### src/rtl/shift_sequencer_pkg.sv
// Shared encodings for the multi-cycle shift sequencer.
package shift_sequencer_pkg;

    localparam int WIDTH   = 32;
    localparam int SHAMT_W = 5;

    localparam logic [1:0] SHIFT_OP_SLL  = 2'b00;
    localparam logic [1:0] SHIFT_OP_SRA  = 2'b01;
    localparam logic [1:0] SHIFT_OP_SRL  = 2'b10;
    localparam logic [1:0] SHIFT_OP_RSVD = 2'b11;

    typedef enum logic [1:0] {
        ST_IDLE  = 2'd0,
        ST_SHIFT = 2'd1,
        ST_DONE  = 2'd2
    } state_e;

endpackage

### src/rtl/shift_stage.sv
// One shift step: five fixed power-of-two shift paths selected by a one-hot amount.
module shift_stage
    import shift_sequencer_pkg::*;
(
    input  logic [WIDTH-1:0]   value_i,
    input  logic [SHAMT_W-1:0] amt_i,
    input  logic [1:0]         mode_i,
    output logic [WIDTH-1:0]   value_o
);

    always_comb begin
        value_o = value_i;
        for (int k = 0; k < SHAMT_W; k++) begin
            if (amt_i[k]) begin
                case (mode_i)
                    SHIFT_OP_SLL: value_o = value_i << (1 << k);
                    SHIFT_OP_SRA: value_o = $unsigned($signed(value_i) >>> (1 << k));
                    SHIFT_OP_SRL: value_o = value_i >> (1 << k);
                    default:      value_o = value_i;
                endcase
            end
        end
    end

endmodule

### src/rtl/shift_sequencer.sv
// Shift unit applying one power-of-two stage per cycle, largest set bit of the amount first.
// state    | meaning
// ST_IDLE  | ready for a request; result/exception hold last values
// ST_SHIFT | one stage per edge until the remaining amount is zero
// ST_DONE  | result_valid pulse; result published from work register
module shift_sequencer
    import shift_sequencer_pkg::*;
(
    input  logic               clock,
    input  logic               reset,
    input  logic               start,
    input  logic [1:0]         op,
    input  logic [WIDTH-1:0]   operand,
    input  logic [SHAMT_W-1:0] shamt,
    output logic               ready,
    output logic               busy,
    output logic [WIDTH-1:0]   result,
    output logic               result_valid,
    output logic               exception
);

    state_e               state_q, state_d;
    logic [WIDTH-1:0]     work_q, result_q, stage_out;
    logic [SHAMT_W-1:0]   rem_q, rem_d, onehot;
    logic [1:0]           mode_q;
    logic                 exc_q;
    logic [2:0]           hi_idx;

    always_comb begin
        hi_idx = 3'd0;
        for (int k = 0; k < SHAMT_W; k++) begin
            if (rem_q[k]) hi_idx = 3'(k);
        end
        onehot = SHAMT_W'(1) << hi_idx;
        rem_d  = rem_q & ~onehot;
    end

    shift_stage u_stage (
        .value_i (work_q),
        .amt_i   (onehot),
        .mode_i  (mode_q),
        .value_o (stage_out)
    );

    always_ff @(posedge clock) begin
        if (!reset) state_q <= ST_IDLE;
        else        state_q <= state_d;
    end

    always_comb begin
        state_d = state_q;
        case (state_q)
            ST_IDLE: begin
                if (start) begin
                    if (op == SHIFT_OP_RSVD || shamt == '0) state_d = ST_DONE;
                    else                                    state_d = ST_SHIFT;
                end
            end
            ST_SHIFT: if (rem_d == '0) state_d = ST_DONE;
            ST_DONE:  state_d = ST_IDLE;
            default:  state_d = ST_IDLE;
        endcase
    end

    always_ff @(posedge clock) begin
        if (!reset) begin
            work_q   <= '0;
            rem_q    <= '0;
            mode_q   <= SHIFT_OP_SLL;
            result_q <= '0;
            exc_q    <= 1'b0;
        end else begin
            case (state_q)
                ST_IDLE: begin
                    if (start) begin
                        work_q <= operand;
                        rem_q  <= shamt;
                        mode_q <= op;
                    end
                end
                ST_SHIFT: begin
                    work_q <= stage_out;
                    rem_q  <= rem_d;
                end
                ST_DONE: begin
                    result_q <= work_q;
                    exc_q    <= (mode_q == SHIFT_OP_RSVD);
                end
                default: ;
            endcase
        end
    end

    // In DONE the result is driven straight from work so it is valid alongside the pulse.
    always_comb begin
        ready        = (state_q == ST_IDLE);
        busy         = (state_q == ST_SHIFT) || (state_q == ST_DONE);
        result_valid = (state_q == ST_DONE);
        result       = (state_q == ST_DONE) ? work_q : result_q;
        exception    = (state_q == ST_DONE) ? (mode_q == SHIFT_OP_RSVD) : exc_q;
    end

endmodule

### config.mk
export PLATFORM = sky130hd
export DESIGN_NAME = shift_sequencer
export DESIGN_NICKNAME = d
export VERILOG_FILES = /design/src/rtl/shift_sequencer_pkg.sv /design/src/rtl/shift_stage.sv /design/src/rtl/shift_sequencer.sv
export SDC_FILE = /design/constraint.sdc
export NUM_CORES = 1
export LEC_CHECK = 0
export CORE_MARGIN = 10
export CORE_UTILIZATION = 40
export CTS_BUF_LIST = sky130_fd_sc_hd__clkbuf_8
export DETAILED_ROUTE_END_ITERATION = 10
export PLACE_DENSITY = 0.64
export SYNTH_ARGS = -nofsm -noshare
export SYNTH_HDL_FRONTEND = slang
export SYNTH_SLANG_ARGS = --single-unit
### constraint.sdc
create_clock -name clock -period 4.4 [get_ports clock]
set_clock_uncertainty 0.05 [all_clocks]
set_input_delay 0.88 -clock clock [delete_from_list [all_inputs] [get_ports clock]]
set_output_delay 0.88 -clock clock [all_outputs]
set_load 0.05 [all_outputs]
==> metrics.csv, run 1 <==
stage,metric,value,unit
sta,period_minus_slack,3.44,ns
place,pre_cts_slack,1.22,ns
grt,grt_max_degree,56,
sta,rsz0062_at_grt,false,
die,ios,78,
setup_path,end_kind,output port,
setup_path,worstPathArrival,2.51,ns
die,die_area,0.0179,mm2
sta,maxSlewViolCount,0,
clocking,ctsHoldBuffers,0,
setup_path,crit_required,3.47,ns
route,drc,0,
synthesis,synth_edf_count,0,
clocking,cts_resized,0,
die,rows,41,
synthesis,avgSynthCellArea,7.48,um2
sta,fmax,291,MHz
clocking,cts_num_sinks,74,
setup_path,max_stage_delay,0.73,ns
clocking,clkTransAtPathRegs,0.08,ns
final_layout,fillers,1295,
sta,tns,0,ns
synthesis,synth_nets,742,
route,vias,6157,
synthesis,synth.distinct_cells,51,
die,start_util,40.9,%
sta,min_period_over_period,78.2,%
clocking,tritoncts,done,
power,p_leak,2.25,nW
power,finalPower,2.44,mW
route,dr.pass1.iters,6,
grt,grt_pass1_vias,5933,
route,routedWlPerCell,26.5,um
route,vias_per_cell,6.72,
place,port_buffers,77,
die,coreArea,0.0127,mm2
synthesis,ys_ff_latch,74,
clocking,clock_path_buffers,2,
clocking,cts_root_buf,clkbuf_8,
run,maxCapViolCount,0,
synthesis,netlist_area,0.00518,mm2
route,routed_wirelength,24200,um
setup_path,path_max_fanout,34,
synthesis,ys_seq_area_share,28.6,%
final_layout,drive_above_1_share,10.3,%
route,ant_nets,0,
setup_path,critPathKind,reg -> out,
grt,grt_usage,26.4,%
sta,setup_viol,0,
synthesis,syn_inst,693,
sta,worst_slew_pin_slew,0.962,ns
grt,overflow,0,
clocking,cts_buffers,9,
final_layout,syn_to_final_growth,21.9,%
sta,hold_viol_final,0,
final_layout,layout.nets,788,
synthesis,yosys_warnings,0,
die,dieHeight,134,um
clocking,post_cts_buffers,0,
clocking,h-tree-depth,3,
synthesis,ys.flop_type,dfxtp_1,
route,drtIter0Drc,883,
synthesis,synth-async-reset-ratio,0,%
setup_path,cp_cell_sequence,"inv_1, ha_1, buf_4, mux2_2, clkdlybuf4s50_1",
place,place.gp.congestion,1.03,
setup_path,cpMaxStageDelayCell,clkdlybuf4s50_1,
status,outcome,"complete, no violations",
place,dpl.hpwl,16800,um
clocking,insertion_delay,0.38,ns
sta,fin_ws,0.961,ns
place,dp.cells,900,
grt,antenna_found_initial,0,
final_layout,stdcell_count,916,
power,power_density,386,mW/mm2
setup_path,startpoint_type,flip-flop,
grt,grt_first_pass_wirelength,37000,um
die,die_w,134,um
sta,relSlewSlack,35.9,%
final_layout,n_antenna_cell,0,
min_path,holdCritPathClass,reg -> reg,
power,ir_worst_vdd,198,uV
==> path summary, 6_finish.rpt <==
path,startpoint,end,slack [ns],cells past startpoint
worst max register to register,rem_q[4],work_q[10],1.37,5
worst max-delay path,state_q[0],result[19],0.96,5
worst min register to register,mode_q[0],mode_q[0],0.46,2
worst min-delay path,mode_q[0],mode_q[0],0.46,2
==> cell usage after synthesis (3+ instances only) <==
cell type	instances	share of area [%]
ha_1	7	1.7
clkbuf_1	51	3.7
a22oi_1	3	0.43
a21o_1	6	0.87
a311oi_1	3	0.51
nand2_1	50	3.6
nor3_1	3	0.29
o2111ai_1	9	1.5
o21bai_1	3	0.43
o211ai_1	19	2.8
or4_1	3	0.43
o221a_2	3	0.65
a31oi_1	25	3.0
o221ai_1	5	0.84
dfxtp_1	74	29
nor2_1	24	1.7
o22ai_1	9	1.1
buf_1	5	0.36
nor4_1	6	0.72
mux2i_1	3	0.58
nand4_1	5	0.60
o32ai_1	8	1.4
nand3_1	37	3.6
nand2b_1	28	3.4
and2_1	35	4.2
mux2_2	33	7.2
nor2b_1	9	1.1
o21ai_0	64	6.2
a32oi_1	10	1.7
a2bb2oi_1	4	0.68
o21a_1	5	0.72
and3_1	13	1.6
buf_2	6	0.58
inv_1	14	1.0
a21oi_1	85	8.2
a211oi_1	6	0.87
==> cell type report <==
class                           count  area [um2]  share of cell area [%]
Clock buffer                       10         138                    2.18
Clock inverter                      6        81.3                    1.29
Inverter                           15        56.3                   0.891
Multi-Input combinational cell    542        3420                    54.2
Sequential cell                    74        1480                    23.5
Tap cell                          172         215                    3.41
Timing Repair Buffer               97         921                    14.6
==> metal layers <==
layer | GRT usage [%] | vias up | routed length (um)
met5 | 0 | - | 0
met3 | 6.05 | 91 | 2440
li1 | - | 2692 | -
met4 | 14.7 | 0 | 1250
met1 | 35.3 | 2950 | 10100
met2 | 38.2 | 424 | 10400
==> flip-flops by register name, summed over array words and instances (netlist names) <==
name and flops:
exc_q 1, mode_q 2, rem_q 5, result_q 32, state_q 2, work_q 32
==> logic make-up (layout without fill, tap and decap cells) <==
family                     Yosys count  in the layout  share of synthesized area (%)
DFF                                 74             74                           28.6
and+or+nand+nor                    223            223                           22.9
AOI/OAI and AO/OA                  275            275                           33.2
muxes                               36             36                           7.75
adders and majority gates            8              8                           1.88
buffers and inverters               77            128                           5.72
==> power by group <==
| part | internal, mW | switching [mW] | total, mW |
|---|---|---|---|
| logic | 0.337 | 0.604 | 0.942 |
| clock network | 0.331 | 0.290 | 0.621 |
| registers | 0.742 | 0.136 | 0.877 |
| total | 1.41 | 1.03 | 2.44 |
==> worst max-delay path: cells and delay by family, from the launching register on <==
family | cells | cell delay, ns
fa+ha+maj | 1 | 0.15
buf+inv | 3 | 1.22
flops | 1 | 0.32
mux | 1 | 0.40
==> cell usage in the layout, fill, tap and decap left out, drive strengths merged, types with 9 or more instances in the layout <==
master	count
buf	20
o2111ai	9
clkbuf	10
nor2	24
mux2	33
nor2b	9
clkdlybuf4s50	77
inv	15
a31oi	25
a32oi	10
o21ai	64
dfxtp	74
and3	13
and2	35
o22ai	9
nand2	51
a21oi	85
nand2b	28
o211ai	19
nand3	37
==> per-stage QoR <==
stage | cell area (um2) | hold WS [ns] | utilization, %
floorplan | 5180 | 0.416 | -
global placement | 6100 | 0.434 | 48.1
detailed placement | 6100 | 0.447 | 48.1
CTS | 6320 | 0.457 | 49.9
global route | 6320 | 0.477 | 49.9
finish | 6320 | 0.459 | 49.9
Note: power is estimated with default switching activity, not from simulation.
==> inputs of run 2 (changes only) <==
Clock period 4.4 ns to 3.23 ns, I/O delays scaled along.
==> run 2 against run 1 <==
Global-route usage rose by 0.13 points; via count fell by 0.13%; critical path depth rose by 2; die area did not move; sequential power rose by 36%; wire length rose by 0.84%; design area rose by 6.8%; highest routed layer unchanged; clock power rose by 18%; register-to-register slack got worse by 0.98 ns; final cell count rose by 1.4%; sequential share of layout area fell by 1.5 points; critical endpoint is now work_q[21]; worst hold slack got worse by 0.0035 ns.
==> metrics.csv, run 2 (same netlist as run 1, synthesis figures left out) <==
stage,metric,value,unit,change
status,outcome,"complete, no violations",,
place,port_buffers,77,,unchanged
sta,maxSlewViolCount,0,,unchanged
die,rows,41,,unchanged
die,die_w,134,um,unchanged
clocking,h-tree-depth,3,,unchanged
route,vias,6149,,-0.13%
setup_path,path_max_fanout,28,,-18%
place,pre_cts_slack,0.352,ns,-0.870 ns
final_layout,layout_commonest_cell,a21oi_1,,
clocking,cts_num_sinks,74,,unchanged
clocking,cts_resized,0,,unchanged
final_layout,design_area,0.00675,mm2,+6.8%
grt,overflow,0,,unchanged
min_path,holdCritPathClass,reg -> reg,,
sta,setup_viol,0,,unchanged
route,routedWlPerCell,26.3,um,-0.57%
setup_path,cp_cell_sequence,"inv_1, ha_1, o211ai_1, and3_1, a31oi_1, o2111ai_1, o21ai_0",,
route,drtIter0Drc,876,,-0.79%
sta,fmax,352,MHz,
final_layout,fillers,1224,,-5.5%
run,maxCapViolCount,0,,unchanged
setup_path,startpoint_type,flip-flop,,
sta,tns,0,ns,unchanged
place,dpl.hpwl,17500,um,+4.0%
setup_path,cpMaxStageDelayCell,ha_1,,
route,vias_per_cell,6.62,,-1.5%
grt,antenna_found_initial,0,,unchanged
place,dp.cells,914,,+1.6%
clocking,clkTransAtPathRegs,0.07,ns,about the same
final_layout,drive_above_1_share,15.9,%,+5.5 points
final_layout,layout.nets,802,,+1.8%
route,drc,0,,unchanged
place,postPlaceCellArea,0.00657,mm2,+7.6%
sta,worst_slew_pin_slew,0.919,ns,-0.0427 ns
setup_path,max_stage_delay,0.89,ns,+0.16 ns
setup_path,crit_required,3.48,ns,about the same
clocking,insertion_delay,0.38,ns,about the same
setup_path,critPathKind,reg -> reg,,
clocking,post_cts_buffers,0,,unchanged
die,die_area,0.0179,mm2,unchanged
die,coreArea,0.0127,mm2,unchanged
route,ant_nets,0,,unchanged
power,ir_worst_vdd,336,uV,+70%
grt,grt_max_degree,56,,unchanged
final_layout,syn_to_final_growth,30.3,%,
setup_path,end_kind,flip-flop,,
final_layout,stdcell_count,929,,+1.4%
power,p_leak,2.48,nW,+10%
setup_path,worstPathArrival,3.10,ns,+0.59 ns
sta,relSlewSlack,38.7,%,+2.8 points
clocking,cts_buffers,9,,unchanged
route,routed_wirelength,24400,um,+0.84%
clocking,tritoncts,done,,
grt,grt_first_pass_wirelength,37000,um,about the same
final_layout,largestRegisters,"result_q x32, work_q x32, rem_q x5",,
die,dieHeight,134,um,unchanged
clocking,cts_root_buf,clkbuf_8,,
grt,grt_usage,26.5,%,+0.13 points
clocking,clock_path_buffers,2,,unchanged
sta,rsz0062_at_grt,false,,
sta,min_period_over_period,88.1,%,
route,dr.pass1.iters,6,,unchanged
final_layout,layout_common_cells,"a21oi_1 (84), dfxtp_1 (74), o21ai_0 (64)",,
sta,period_minus_slack,2.84,ns,
place,place.gp.congestion,1.04,,+1.3%
die,start_util,40.9,%,unchanged
power,power_density,498,mW/mm2,+29%
sta,fin_ws,0.386,ns,-0.575 ns
sta,hold_viol_final,0,,unchanged
final_layout,n_antenna_cell,0,,unchanged
die,ios,78,,unchanged
clocking,ctsHoldBuffers,0,,unchanged
grt,grt_pass1_vias,5987,,+0.91%
[run 2: metrics by stage]
step / total power [mW] / util (%) / hold slack, ns
6_report: 3.36 / 53.3 / 0.455
5_1_grt: 3.50 / 53.3 / 0.486
4_1_cts: 3.34 / 53.3 / 0.462
3_5_place_dp: 2.60 / 51.8 / 0.447
3_3_place_gp: 2.60 / 51.8 / 0.426
2_1_floorplan: 1.96 / - / 0.416
[run 2: area by class of cell]
cell class	instances	area [um2]	area share (%)
multi-input cells	542	3410	50.5
flip-flops and latches	74	1480	21.9
repair buffers	111	1400	20.8
well taps	172	215	3.19
clock buffers	10	138	2.04
inverters	15	56.3	0.834
clock inverters	5	47.5	0.704
[run 2: per-layer routing]
metal  routed length (um)  GRT usage, %
met5                    0             0
met4                 1060          12.9
met3                 2580          6.57
met2                10900          40.3
met1                 9900          34.4
[run 2: worst max-delay path, delay by kind of cell, from the launching register on]
family / cells / cell delay [ns]
adder cells (fa/ha/maj): 1 / 0.89
AO/OA/AOI/OAI: 4 / 1.00
buffers and inverters: 1 / 0.08
flip-flops: 1 / 0.39
AND/OR/NAND/NOR: 1 / 0.37
[run 2: power by group]
group,internal (mW),switching (mW)
clock network,0.366,0.368
registers,1.01,0.179
logic,0.576,0.863
[run 2: final timing paths]
kind                   from          to  slack [ns]  cells after the start
setup reg to reg  mode_q[1]  work_q[21]        0.39                      7
hold reg to reg   mode_q[0]   mode_q[0]        0.46                      2
setup / recovery  mode_q[1]  work_q[21]        0.39                      7
hold / removal    mode_q[0]   mode_q[0]        0.46                      2
